--- config.mk ---
export PLATFORM = sky130hd
export DESIGN_NAME = friscv_mem_arbiter_flat
export DESIGN_NICKNAME = d
export VERILOG_FILES = /design/src/rtl/friscv_mem_arbiter_if.sv /design/src/rtl/friscv_mem_arbiter.sv /design/src/flat_wrapper.sv
export SDC_FILE = /design/constraint.sdc
export NUM_CORES = 1
export LEC_CHECK = 0
export BUFFER_PORTS_ARGS = -buffer_cell sky130_fd_sc_hd__buf_2
export CORE_MARGIN = 2
export CORE_UTILIZATION = 40
export DETAILED_ROUTE_END_ITERATION = 10
export PLACE_DENSITY = 0.72
export SYNTH_ARGS = -nofsm -noshare
export SYNTH_HDL_FRONTEND = slang
export SYNTH_SLANG_ARGS = --single-unit
--- constraint.sdc ---
create_clock -name aclk -period 2 [get_ports aclk]
set_input_delay 0.1 -clock aclk [delete_from_list [all_inputs] [get_ports aclk]]
set_output_delay 0.1 -clock aclk [all_outputs]
set_load 0.02 [all_outputs]
--- src/rtl/friscv_mem_arbiter_if.sv ---
// rtl/friscv_mem_arbiter_if.sv - fetch/data requester and shared memory port bundle
interface friscv_mem_arbiter_if #(
  parameter int ADDRW = 16,
  parameter int XLEN  = 32
);
  logic              inst_en;
  logic [ADDRW-1:0]  inst_addr;
  logic [XLEN-1:0]   inst_rdata;
  logic              inst_ready;
  logic              inst_err;

  logic              data_en;
  logic              data_wr;
  logic [ADDRW-1:0]  data_addr;
  logic [XLEN-1:0]   data_wdata;
  logic [XLEN/8-1:0] data_strb;
  logic [XLEN-1:0]   data_rdata;
  logic              data_ready;
  logic              data_err;

  logic              mem_en;
  logic              mem_wr;
  logic [ADDRW-1:0]  mem_addr;
  logic [XLEN-1:0]   mem_wdata;
  logic [XLEN/8-1:0] mem_strb;
  logic [XLEN-1:0]   mem_rdata;
  logic              mem_ready;

  modport slave (
    input  inst_en, inst_addr,
    input  data_en, data_wr, data_addr, data_wdata, data_strb,
    input  mem_rdata, mem_ready,
    output inst_rdata, inst_ready, inst_err,
    output data_rdata, data_ready, data_err,
    output mem_en, mem_wr, mem_addr, mem_wdata, mem_strb
  );

  modport master (
    output inst_en, inst_addr,
    output data_en, data_wr, data_addr, data_wdata, data_strb,
    output mem_rdata, mem_ready,
    input  inst_rdata, inst_ready, inst_err,
    input  data_rdata, data_ready, data_err,
    input  mem_en, mem_wr, mem_addr, mem_wdata, mem_strb
  );
endinterface

--- src/rtl/friscv_mem_arbiter.sv ---
// rtl/friscv_mem_arbiter.sv - round-robin fetch/data arbiter onto one memory port
module friscv_mem_arbiter #(
  parameter int ADDRW   = 16,
  parameter int XLEN    = 32,
  parameter int TIMEOUT = 64
) (
  input  logic                 aclk,
  input  logic                 aresetn,
  friscv_mem_arbiter_if.slave  bus
);
  localparam int SW  = XLEN / 8;
  localparam int WDW = (TIMEOUT > 1) ? $clog2(TIMEOUT) : 1;
  localparam bit WD_EN = (TIMEOUT > 0);
  localparam logic [WDW-1:0] WD_LAST = WDW'((TIMEOUT > 0) ? TIMEOUT - 1 : 0);

  typedef enum logic [2:0] {IDLE, BUSY_I, BUSY_D, RESP_I, RESP_D} state_t;

  state_t           state_q, state_d;
  logic             last_d_q, last_d_d;
  logic [WDW-1:0]   wdog_q, wdog_d;
  logic             mem_en_q, mem_en_d;
  logic             mem_wr_q, mem_wr_d;
  logic [ADDRW-1:0] mem_addr_q, mem_addr_d;
  logic [XLEN-1:0]  mem_wdata_q, mem_wdata_d;
  logic [SW-1:0]    mem_strb_q, mem_strb_d;
  logic [XLEN-1:0]  inst_rdata_q, inst_rdata_d;
  logic             inst_ready_q, inst_ready_d;
  logic             inst_err_q, inst_err_d;
  logic [XLEN-1:0]  data_rdata_q, data_rdata_d;
  logic             data_ready_q, data_ready_d;
  logic             data_err_q, data_err_d;
  logic             wd_expired;

  assign wd_expired = WD_EN && (wdog_q == WD_LAST);

  always_comb begin
    state_d      = state_q;
    last_d_d     = last_d_q;
    wdog_d       = wdog_q;
    mem_en_d     = mem_en_q;
    mem_wr_d     = mem_wr_q;
    mem_addr_d   = mem_addr_q;
    mem_wdata_d  = mem_wdata_q;
    mem_strb_d   = mem_strb_q;
    inst_rdata_d = inst_rdata_q;
    data_rdata_d = data_rdata_q;
    inst_ready_d = 1'b0;
    inst_err_d   = 1'b0;
    data_ready_d = 1'b0;
    data_err_d   = 1'b0;

    case (state_q)
      IDLE: begin
        // On a tie the requester that did not win last time is granted.
        if (bus.inst_en && (!bus.data_en || last_d_q)) begin
          state_d     = BUSY_I;
          last_d_d    = 1'b0;
          wdog_d      = '0;
          mem_en_d    = 1'b1;
          mem_wr_d    = 1'b0;
          mem_addr_d  = bus.inst_addr;
          mem_wdata_d = '0;
          mem_strb_d  = '0;
        end else if (bus.data_en) begin
          state_d     = BUSY_D;
          last_d_d    = 1'b1;
          wdog_d      = '0;
          mem_en_d    = 1'b1;
          mem_wr_d    = bus.data_wr;
          mem_addr_d  = bus.data_addr;
          mem_wdata_d = bus.data_wdata;
          mem_strb_d  = bus.data_strb;
        end
      end
      BUSY_I, BUSY_D: begin
        // A late mem_ready on the last watchdog cycle still completes normally.
        if (bus.mem_ready || wd_expired) begin
          mem_en_d = 1'b0;
          if (state_q == BUSY_I) begin
            state_d      = RESP_I;
            inst_ready_d = 1'b1;
            inst_err_d   = !bus.mem_ready;
            inst_rdata_d = bus.mem_ready ? bus.mem_rdata : '0;
          end else begin
            state_d      = RESP_D;
            data_ready_d = 1'b1;
            data_err_d   = !bus.mem_ready;
            data_rdata_d = (bus.mem_ready && !mem_wr_q) ? bus.mem_rdata : '0;
          end
        end else begin
          wdog_d = wdog_q + 1'b1;
        end
      end
      default: state_d = IDLE;
    endcase
  end

  always_ff @(posedge aclk) begin
    if (!aresetn) begin
      state_q      <= IDLE;
      last_d_q     <= 1'b1;
      wdog_q       <= '0;
      mem_en_q     <= 1'b0;
      mem_wr_q     <= 1'b0;
      mem_addr_q   <= '0;
      mem_wdata_q  <= '0;
      mem_strb_q   <= '0;
      inst_rdata_q <= '0;
      inst_ready_q <= 1'b0;
      inst_err_q   <= 1'b0;
      data_rdata_q <= '0;
      data_ready_q <= 1'b0;
      data_err_q   <= 1'b0;
    end else begin
      state_q      <= state_d;
      last_d_q     <= last_d_d;
      wdog_q       <= wdog_d;
      mem_en_q     <= mem_en_d;
      mem_wr_q     <= mem_wr_d;
      mem_addr_q   <= mem_addr_d;
      mem_wdata_q  <= mem_wdata_d;
      mem_strb_q   <= mem_strb_d;
      inst_rdata_q <= inst_rdata_d;
      inst_ready_q <= inst_ready_d;
      inst_err_q   <= inst_err_d;
      data_rdata_q <= data_rdata_d;
      data_ready_q <= data_ready_d;
      data_err_q   <= data_err_d;
    end
  end

  assign bus.mem_en     = mem_en_q;
  assign bus.mem_wr     = mem_wr_q;
  assign bus.mem_addr   = mem_addr_q;
  assign bus.mem_wdata  = mem_wdata_q;
  assign bus.mem_strb   = mem_strb_q;
  assign bus.inst_rdata = inst_rdata_q;
  assign bus.inst_ready = inst_ready_q;
  assign bus.inst_err   = inst_err_q;
  assign bus.data_rdata = data_rdata_q;
  assign bus.data_ready = data_ready_q;
  assign bus.data_err   = data_err_q;
endmodule

--- src/flat_wrapper.sv ---
// flat-port wrapper written by rule: the top's interface ports become plain ports
module friscv_mem_arbiter_flat 
#(
  parameter int ADDRW   = 16,
  parameter int XLEN    = 32,
  parameter int TIMEOUT = 64
)
  (aclk, aresetn, bus_inst_en, bus_inst_addr, bus_data_en, bus_data_wr, bus_data_addr, bus_data_wdata, bus_data_strb, bus_mem_rdata, bus_mem_ready, bus_inst_rdata, bus_inst_ready, bus_inst_err, bus_data_rdata, bus_data_ready, bus_data_err, bus_mem_en, bus_mem_wr, bus_mem_addr, bus_mem_wdata, bus_mem_strb);
  friscv_mem_arbiter_if #(.ADDRW(ADDRW), .XLEN(XLEN)) bus_i ();
  input  logic aclk;
  input  logic aresetn;
  input wire logic [$bits(bus_i.inst_en)-1:0] bus_inst_en;
  input wire logic [$bits(bus_i.inst_addr)-1:0] bus_inst_addr;
  input wire logic [$bits(bus_i.data_en)-1:0] bus_data_en;
  input wire logic [$bits(bus_i.data_wr)-1:0] bus_data_wr;
  input wire logic [$bits(bus_i.data_addr)-1:0] bus_data_addr;
  input wire logic [$bits(bus_i.data_wdata)-1:0] bus_data_wdata;
  input wire logic [$bits(bus_i.data_strb)-1:0] bus_data_strb;
  input wire logic [$bits(bus_i.mem_rdata)-1:0] bus_mem_rdata;
  input wire logic [$bits(bus_i.mem_ready)-1:0] bus_mem_ready;
  output wire logic [$bits(bus_i.inst_rdata)-1:0] bus_inst_rdata;
  output wire logic [$bits(bus_i.inst_ready)-1:0] bus_inst_ready;
  output wire logic [$bits(bus_i.inst_err)-1:0] bus_inst_err;
  output wire logic [$bits(bus_i.data_rdata)-1:0] bus_data_rdata;
  output wire logic [$bits(bus_i.data_ready)-1:0] bus_data_ready;
  output wire logic [$bits(bus_i.data_err)-1:0] bus_data_err;
  output wire logic [$bits(bus_i.mem_en)-1:0] bus_mem_en;
  output wire logic [$bits(bus_i.mem_wr)-1:0] bus_mem_wr;
  output wire logic [$bits(bus_i.mem_addr)-1:0] bus_mem_addr;
  output wire logic [$bits(bus_i.mem_wdata)-1:0] bus_mem_wdata;
  output wire logic [$bits(bus_i.mem_strb)-1:0] bus_mem_strb;
  assign bus_i.inst_en = bus_inst_en;
  assign bus_i.inst_addr = bus_inst_addr;
  assign bus_i.data_en = bus_data_en;
  assign bus_i.data_wr = bus_data_wr;
  assign bus_i.data_addr = bus_data_addr;
  assign bus_i.data_wdata = bus_data_wdata;
  assign bus_i.data_strb = bus_data_strb;
  assign bus_i.mem_rdata = bus_mem_rdata;
  assign bus_i.mem_ready = bus_mem_ready;
  assign bus_inst_rdata = bus_i.inst_rdata;
  assign bus_inst_ready = bus_i.inst_ready;
  assign bus_inst_err = bus_i.inst_err;
  assign bus_data_rdata = bus_i.data_rdata;
  assign bus_data_ready = bus_i.data_ready;
  assign bus_data_err = bus_i.data_err;
  assign bus_mem_en = bus_i.mem_en;
  assign bus_mem_wr = bus_i.mem_wr;
  assign bus_mem_addr = bus_i.mem_addr;
  assign bus_mem_wdata = bus_i.mem_wdata;
  assign bus_mem_strb = bus_i.mem_strb;
  friscv_mem_arbiter #(.ADDRW(ADDRW), .XLEN(XLEN), .TIMEOUT(TIMEOUT)) u_core (.aclk(aclk), .aresetn(aresetn), .bus(bus_i));
endmodule
# [After elaboration in Yosys (flattened, before gate mapping)]
# Cells that the tools add are included.
[op_classes] n_addsub=1 mul=0 div=0 n_lt_le_gt_ge=0 eq_ne=6 n_shift=0 muxes=26 n_bitwise=4 n_reduce_logical=20
[op_table] operator="two-way mux 32 bit" n=4
[op_table] operator="two-way mux 16 bit" n=2
[op_table] operator="two-way mux 6 bit" n=3
[op_table] operator="AND reduction 3 bit" n=5
[op_table] operator="two-way mux 3 bit" n=4
[op_table] operator="case mux 6 bit (2 select lines)" n=1
[op_table] operator="two-way mux 1 bit" n=8
[op_table] operator="two-way mux 4 bit" n=2
[op_table] operator="adder 6 x 1 -> 6 bit, second input constant" n=1
[op_table] operator="== test 6 bit, second input constant" n=1
[op_table] operator="case mux 3 bit (2 select lines)" n=1
[op_table] operator="NOT 1 bit" n=4
[op_table] operator="AND reduction 2 bit" n=2
[op_table] operator="AND reduction 4 bit" n=1
[op_table] operator="nonzero test 2 bit" n=2
[op_table] operator="OR reduction 4 bit" n=1
[op_table] operator="== test 3 x 1 -> 1 bit, second input constant" n=1
[op_table] operator="== test 3 x 2 -> 1 bit, second input constant" n=1
[op_table] operator="logical NOT 1 bit" n=3
[op_table] operator="logical NOT 3 bit" n=1
[op_table] operator="inequality test 3 x 2 -> 1 bit, second input constant" n=1
[op_table] operator="logical AND 1 bit" n=2
[op_table] operator="logical OR 1 bit" n=2
[op_table] operator="inequality test 2 x 1 -> 1 bit, second input constant" n=1
[op_table] operator="other kinds (3)" n=3
[word_totals] regBits=132 latch_bits=0 mem_bits_rw=0 mem_bits_ro=0 inputBits=106 output_inout_bits=122 elab_cells=71 mem_count=0

# [Logic depth before layout (Yosys ltp)]
# Gate-level depths: netlist (run 1).
[logic_depth] word_depth=5 mapped_depth=7 mapped_depth_nobuf=5

# [Worst setup path before layout (run 1)]
# Ideal clock, no wire load.
[synth_path] path_kind="reg2reg" start="register u_core.wdog_q[0]" end="register u_core.inst_rdata_q[10], in the netlist u_core.bus.inst_rdata[10]" setup_time_ps=60 t_arrival_ps=1603 required_time_ps=1940 setup_slack_ps=338 stages_incl_launch_ff=7 path_buffers=1 period_less_slack_ps=1662 cell_sequence="dfxtp_1 -> ha_1 -> and3_1 -> a31o_2 -> a31oi_4 -> buf_2 -> a22o_1"
[synth_via] elab_chain_cells=3
[synth_lines] item="start, declared" line="friscv_mem_arbiter.sv:20" source="logic [WDW-1:0] wdog_q, wdog_d;"
[synth_lines] item="start signal, assigned" line="friscv_mem_arbiter.sv:117" source="wdog_q <= wdog_d;"
[synth_lines] item="== test 6 bit" line="friscv_mem_arbiter.sv:34" source="assign wd_expired = WD_EN && (wdog_q == WD_LAST);"
[synth_lines] item="logical OR 1 bit" line="friscv_mem_arbiter.sv:77" source="if (bus.mem_ready || wd_expired) begin"
[synth_lines] item="AND reduction 3 bit (no source line)"
[synth_lines] item="end signal, assigned" line="friscv_mem_arbiter.sv:123" source="inst_rdata_q <= inst_rdata_d;"
[synth_lines] item="end, declared" line="friscv_mem_arbiter.sv:26" source="logic [XLEN-1:0] inst_rdata_q, inst_rdata_d;"
# Every way passes these cells.
# A chain may end at the register's enable or synchronous reset.

# [Worst setup path after layout (run 1)]
[layout_path] start="register u_core.wdog_q[0]" end="register u_core.inst_rdata_q[24], in the netlist u_core.bus.inst_rdata[24]"
# Same word-level chain as after synthesis.

==> out/metrics.yaml, run 1 <==
status: "finished clean"
grtUsageTotal_pct: 21.9
worst_slew_pin_slew_ps: 546
drc_errors: 0
hold_violations: 0
fin_util_pct: 62.6
regToRegStartpoint: "u_core.wdog_q[0]"
slew_violations: 0
ctsHoldBuffers: 70
syn-cell-area_mm2: 0.00486
arrival_ps: 2120
syn_area_per_cell_um2: 9.77
place_area_mm2: 0.00610
pre_cts_ws_ps: 217
gr-total-overflow: 0
cts.clk_slew.worst_paths_ps: 60
cts_setup_buffers: 0
clock_latency_ps: 410
synth_cells: 497
crit_end: "u_core.bus.inst_rdata[24]"
yosysWarnings: 0
critPathRequiredTime_ps: 2290
drt_pass1_iterations: 6
max_freq_mhz: 546
critical_path_class: "reg -> reg"
fin_area_mm2: 0.00745
p_total_mw: 7.55
synth_seq_cells: 132
dieArea_mm2: 0.0130
antenna_cells: 0
dp_hpwl_mm: 9.00
grt_pass1_wl_mm: 22.7
multi_input_area_mm2: 0.00199
finalClockSkew_ps: 7.26
peakVddDrop_uv: 552
place_congestion: 0.881
worstPathMaxFanout: 32
rrSetupSlack_ps: 170
rsz0062_at_grt: "no"
cts_tree: "yes"
ys_seq_area_share_pct: 54.4
r2r_cells: 6
clock-sinks: 132
cts.path.max_buffers: 2
fp.dieH_um: 114
final_cell_mix: "buf_2 (227), dfxtp_1 (132), dlygate4sd3_1 (70)"
finalCriticalPeriod_ps: 1830
antenna_found_initial: 0
area_growth_pct: 53.4
start_kind: "flip-flop"
rows: 40
power.density_mw_per_mm2: 1010
synth_fp_nets: 604
final_nets: 886
numCtsBuffers: 17
fin_ws_ps: 167
relSlewSlack_pct: 63.5
routed_wl_mm: 14.5
clock-root-buffer: "clkbuf_16"
worstSetupEndpointType: "flip-flop"
first_iter_violations: 452
io_pins: 228
leakage_nw: 3.43
viasPerCell: 5.31
layout_commonest_cell: "buf_2"
yosysUniqueCellTypes: 39
min_period_over_period_pct: 91.7
numPortBuffers: 227
floorplan.initialDensity_pct: 40.8
regArea_mm2: 0.00264
finalSetupTns_ps: 0
ant_nets: 0
vias: 4980
nFillCells: 924
wire_per_inst_um: 15.5
grt_pass1_vias: 4773
min_path_type: "in -> reg"
regToRegEndpoint: "u_core.bus.inst_rdata[24]"
grt_max_degree: 68
setup_viol: 0
drv_cap: 0
core-area_mm2: 0.0119
crit_path_start: "u_core.wdog_q[0]"
htree_levels: 4
drive_above_1_share_pct: 35.1
die_x_um: 114
post_cts_resized: 0
[Yosys cell counts]
| master | number | area (µm²) |
|---|---|---|
| dfxtp_1 | 132 | 2640 |
| nor2_1 | 60 | 225 |
| a22oi_1 | 37 | 278 |
| nand3_1 | 36 | 180 |
| a21oi_1 | 35 | 175 |
| nand2b_1 | 33 | 206 |
| a22o_1 | 32 | 280 |
| clkbuf_1 | 22 | 82.6 |
| a211oi_1 | 18 | 135 |
| mux2i_1 | 16 | 160 |
| buf_2 | 11 | 55.1 |
| buf_4 | 11 | 82.6 |
| nand2_1 | 6 | 22.5 |
| o21ai_1 | 6 | 30.0 |
| and3_1 | 4 | 25.0 |
| a31oi_1 | 3 | 18.8 |
| and2_1 | 3 | 18.8 |
| nor3_1 | 3 | 15.0 |
| nor4_1 | 3 | 18.8 |
| a31o_2 | 2 | 17.5 |
| inv_1 | 2 | 7.51 |
| inv_2 | 2 | 7.51 |
| nor2_2 | 2 | 12.5 |
| o22ai_1 | 2 | 12.5 |
| o31ai_1 | 2 | 15.0 |
| a2111oi_0 | 1 | 8.76 |
| a211o_1 | 1 | 8.76 |
| a31oi_4 | 1 | 21.3 |
| and4_1 | 1 | 8.76 |
| ha_1 | 1 | 12.5 |
| mux2_1 | 1 | 11.3 |
| nor4bb_1 | 1 | 10.0 |
| o2111ai_1 | 1 | 8.76 |
| o21a_1 | 1 | 7.51 |
| o21ai_0 | 1 | 5.00 |
| or2_1 | 1 | 6.26 |
| or3_1 | 1 | 6.26 |
| xnor2_1 | 1 | 8.76 |
| xor2_1 | 1 | 8.76 |
[area by class of cell]
cell class / count / share of cell area, %
repair buffers: 307 / 26.5
clock inverters: 13 / 2.77
multi-input cells: 317 / 26.7
well taps: 147 / 2.47
clock buffers: 18 / 5.89
flip-flops and latches: 132 / 35.5
inverters: 4 / 0.202
[critical path: stages, from the launching register on]
cell and delay [ps]:
dfxtp_1 390, ha_1 260, and3_1 260, a31o_2 250, a31oi_4 110, buf_12 190, a22o_1 260
[metrics by stage]
stage / std cells / hold slack [ps]
final: 938 / 30.6
after global routing: 938 / 13.9
after CTS: 938 / 11.8
after detailed placement: 837 / 330
after global placement: 837 / 326
after floorplan: 497 / 178
[kinds of logic after synthesis]
| family | count (synthesis) | share of synthesized area, % |
|---|---|---|
| AO/OA/AOI/OAI | 143 | 21.0 |
| XOR/XNOR | 2 | 0.361 |
| adder cells (fa/ha/maj) | 1 | 0.258 |
| buffers and inverters | 48 | 4.84 |
| flip-flops | 132 | 54.4 |
| multiplexers | 17 | 3.53 |
| AND/OR/NAND/NOR | 154 | 15.6 |
[worst min-delay path by stage]
stage / endpoint / start / slack [ps] / cells past startpoint
floorplan: u_core.bus.inst_err / bus_mem_ready / 180 / 1
global placement: u_core.bus.inst_rdata[31] / bus_mem_rdata[31] / 330 / 2
detailed placement: u_core.bus.inst_rdata[27] / bus_mem_rdata[27] / 330 / 2
CTS: u_core.bus.mem_addr[10] / bus_inst_addr[10] / 10 / 3
global route: u_core.bus.mem_addr[5] / bus_inst_addr[5] / 10 / 3
finish: u_core.bus.mem_addr[2] / bus_inst_addr[2] / 30 / 3
[power breakdown]
group | leakage [nW] | switching (mW) | total (mW) | internal, mW
Clock | 0.312 | 1.15 | 3.38 | 2.24
Combinational | 2.05 | 0.729 | 1.26 | 0.529
Sequential | 1.07 | 0.108 | 2.91 | 2.80
[per-layer routing]
layer	vias up	GRT usage [%]	routed length (µm)
li1	2362	-	-
met1	2280	25.2	5930
met2	293	37.1	6890
met3	45	6.67	1220
met4	0	10.7	454
met5	-	0	0
[registers in the layout, summed over array words and instances, names as in the netlist]
signal                 cells
u_core.bus.inst_ready      1
u_core.bus.mem_en          1
u_core.bus.mem_addr       16
u_core.bus.inst_rdata     32
u_core.bus.mem_wr          1
u_core.bus.data_err        1
u_core.bus.data_ready      1
u_core.last_d_q            1
u_core.bus.data_rdata     32
u_core.bus.inst_err        1
u_core.bus.mem_wdata      32
u_core.bus.mem_strb        4
u_core.state_q             3
u_core.wdog_q              6
Power figures use the tool's default switching activity.
==> run 2, diff against run 1 <==
ABC_AREA = 1   (was default)
==> out/metrics.yaml, run 2 <==
status: "finished clean"
core-area_mm2: 0.0121  # +1.3%
path_delay_family: "simple AND/OR/NAND/NOR gates"
max_freq_mhz: 563  # +3.1%
ys_seq_area_share_pct: 53.3  # -1.1 points
arrival_ps: 2070  # -50 ps
crit_path_start: "u_core.wdog_q[0]"
yosysUniqueCellTypes: 23  # -41%
grt_pass1_wl_mm: 24.4  # +7.5%
wire_per_inst_um: 13.9  # -9.9%
drv_cap: 0  # unchanged
yosysMostFrequentCell: "nand2_1"
grt_pass1_vias: 5205  # +9.1%
cts.path.max_buffers: 2  # unchanged
min_path_type: "in -> reg"
synth_commonest_cells: "nand2_1 (229), dfxtp_1 (132), a21oi_1 (92), nand3_1 (45), o21ai_0 (35)"
synthDominantCellAreaShare_pct: 53.3  # -1.1 points
dieArea_mm2: 0.0133  # +2.0%
final_nets: 1057  # +19%
path_buf_inv: 1  # unchanged
worstPathMaxFanout: 13  # -59%
synth_seq_cells: 132  # unchanged
gr-total-overflow: 0  # unchanged
slowest_delay_ps: 360  # -30 ps
critical_path_class: "reg -> reg"
yosysWarnings: 0  # unchanged
place_congestion: 0.838  # -5.0%
setup_viol: 0  # unchanged
clock-sinks: 132  # unchanged
drc_errors: 0  # unchanged
routed_wl_mm: 15.8  # +8.8%
clock-root-buffer: "clkbuf_16"
io_pins: 228  # unchanged
vias: 5494  # +10%
area_growth_pct: 55.3
min_period_over_period_pct: 88.9  # -2.8 points
first_iter_violations: 397  # -12%
syn-cell-area_mm2: 0.00496  # +2.1%
worstSetupEndpointType: "flip-flop"
synth_edf_count: 0  # unchanged
final_cell_mix: "nand2_1 (229), buf_2 (227), dfxtp_1 (132)"
grtUsageTotal_pct: 23.3  # +1.4 points
layout_commonest_cell: "nand2_1"
worstHoldStart: "bus_inst_addr[8]"
power.density_mw_per_mm2: 1050  # +3.6%
drt_pass1_iterations: 6  # unchanged
syn_area_per_cell_um2: 7.60  # -22%
start_kind: "flip-flop"
viasPerCell: 4.85  # -8.6%
floorplan.initialDensity_pct: 41.1  # +0.34 points
finalClockSkew_ps: 7.91  # +0.650 ps
crit_path_top_delay_cell: "dfxtp_1"
path_common_cell: "nand2_1"
drive_above_1_share_pct: 29.7  # -5.4 points
numPortBuffers: 227  # unchanged
worst_slew_pin_slew_ps: 550  # +4.16 ps
crit_chain: "ha_1, nand2_1, nor2_1, nand2_1, nand2_1, nand3_2, buf_4, nand2_1, a21oi_1"
slew_violations: 0  # unchanged
hold_violations: 0  # unchanged
ant_nets: 0  # unchanged
numCtsBuffers: 17  # unchanged
synth_top_area_cell: "dfxtp_1"
cts.clk_slew.worst_paths_ps: 50  # about the same
antenna_found_initial: 0  # unchanged
htree_levels: 4  # unchanged
cts_tree: "yes"
finalSetupTns_ps: 0  # unchanged
regToRegStartpoint: "u_core.wdog_q[0]"
rows: 40  # unchanged
grt_max_degree: 36  # -47%
fp.dieH_um: 115  # +1.0%
dp_hpwl_mm: 9.71  # +7.8%
fin_util_pct: 63.9  # +1.3 points
synthArstFlopShare_pct: 0  # unchanged
nFillCells: 1012  # +9.5%
leakage_nw: 3.60  # +4.9%
relSlewSlack_pct: 63.3  # -0.28 points
peakVddDrop_uv: 633  # +15%
die_x_um: 115  # +1.0%
synth_ff_type: "dfxtp_1"
clock_latency_ps: 410  # about the same
critPathRequiredTime_ps: 2300  # about the same
finalCriticalPeriod_ps: 1780  # -55.8 ps
synth_area_leaders: "dfxtp_1 (53%), nand2_1 (17%), a21oi_1 (9.3%)"
synth_cells: 653  # +31%
rsz0062_at_grt: "no"
synth_fp_nets: 760  # +26%
[run 2: cell families after synthesis]
logic type      synth area share, %
compound gates                 15.9
buf+inv                        6.41
simple gates                   24.0
flops                          53.3
fa+ha+maj                     0.252
xor+xnor                      0.177
[run 2: power by group]
part	total, mW	switching, mW	internal [mW]	leakage, nW
sequential	3.02	0.137	2.88	1.07
combinational	1.74	1.11	0.633	2.22
clock	3.34	1.11	2.22	0.304
[run 2: timing repair]
item / in CTS / in global routing
setup endpoints to repair: 0 / 26
resized for setup: 0 / 1
hold endpoints to repair: 108 / 0
hold buffers: 76 / 0
setup buffers: 0 / 0
[run 2: path summary, 6_finish.rpt]
path | to | cells past startpoint | slack [ps]
max | u_core.bus.inst_rdata[22] | 9 | 220
min | u_core.bus.mem_addr[8] | 3 | 20
max reg2reg | u_core.bus.inst_rdata[22] | 9 | 220
min reg2reg | u_core.bus.inst_rdata[16] | 2 | 460
[run 2: cell type report]
type / instances / area, µm² / share of cell area (%)
Multi-Input combinational cell: 444 / 2020 / 26.2
Timing Repair Buffer: 320 / 2060 / 26.8
Sequential cell: 132 / 2640 / 34.3
Tap cell: 168 / 210 / 2.73
Clock inverter: 7 / 144 / 1.87
Inverter: 35 / 131 / 1.71
Antenna cell: 1 / 2.50 / 0.0325
Clock buffer: 25 / 495 / 6.43
[run 2: worst min-delay path, delay by kind of cell]
family / cells / cell delay, ps
AO/OA/AOI/OAI: 2 / 210
buffers and inverters: 1 / 80
[run 2: layer usage]
layer  vias up  wire [µm]  global-route usage [%]
li1       2733          -                       -
met1      2486       6510                    26.2
met2       244       7580                    40.2
met3        31       1370                    8.12
met4         0        321                    9.64
met5         -          0                       0
[run 2: through the flow]
stage	cells	power, mW	hold slack (ps)	setup WS (ps)	cell area [µm²]
finish	1132	8.09	15.6	223	7700
global placement	1023	4.65	350	186	6300
detailed placement	1023	4.67	354	81.3	6300
floorplan	653	4.09	243	538	4960
CTS	1131	8.12	0.803	71.3	7700
global route	1131	8.46	24.0	28.6	7700
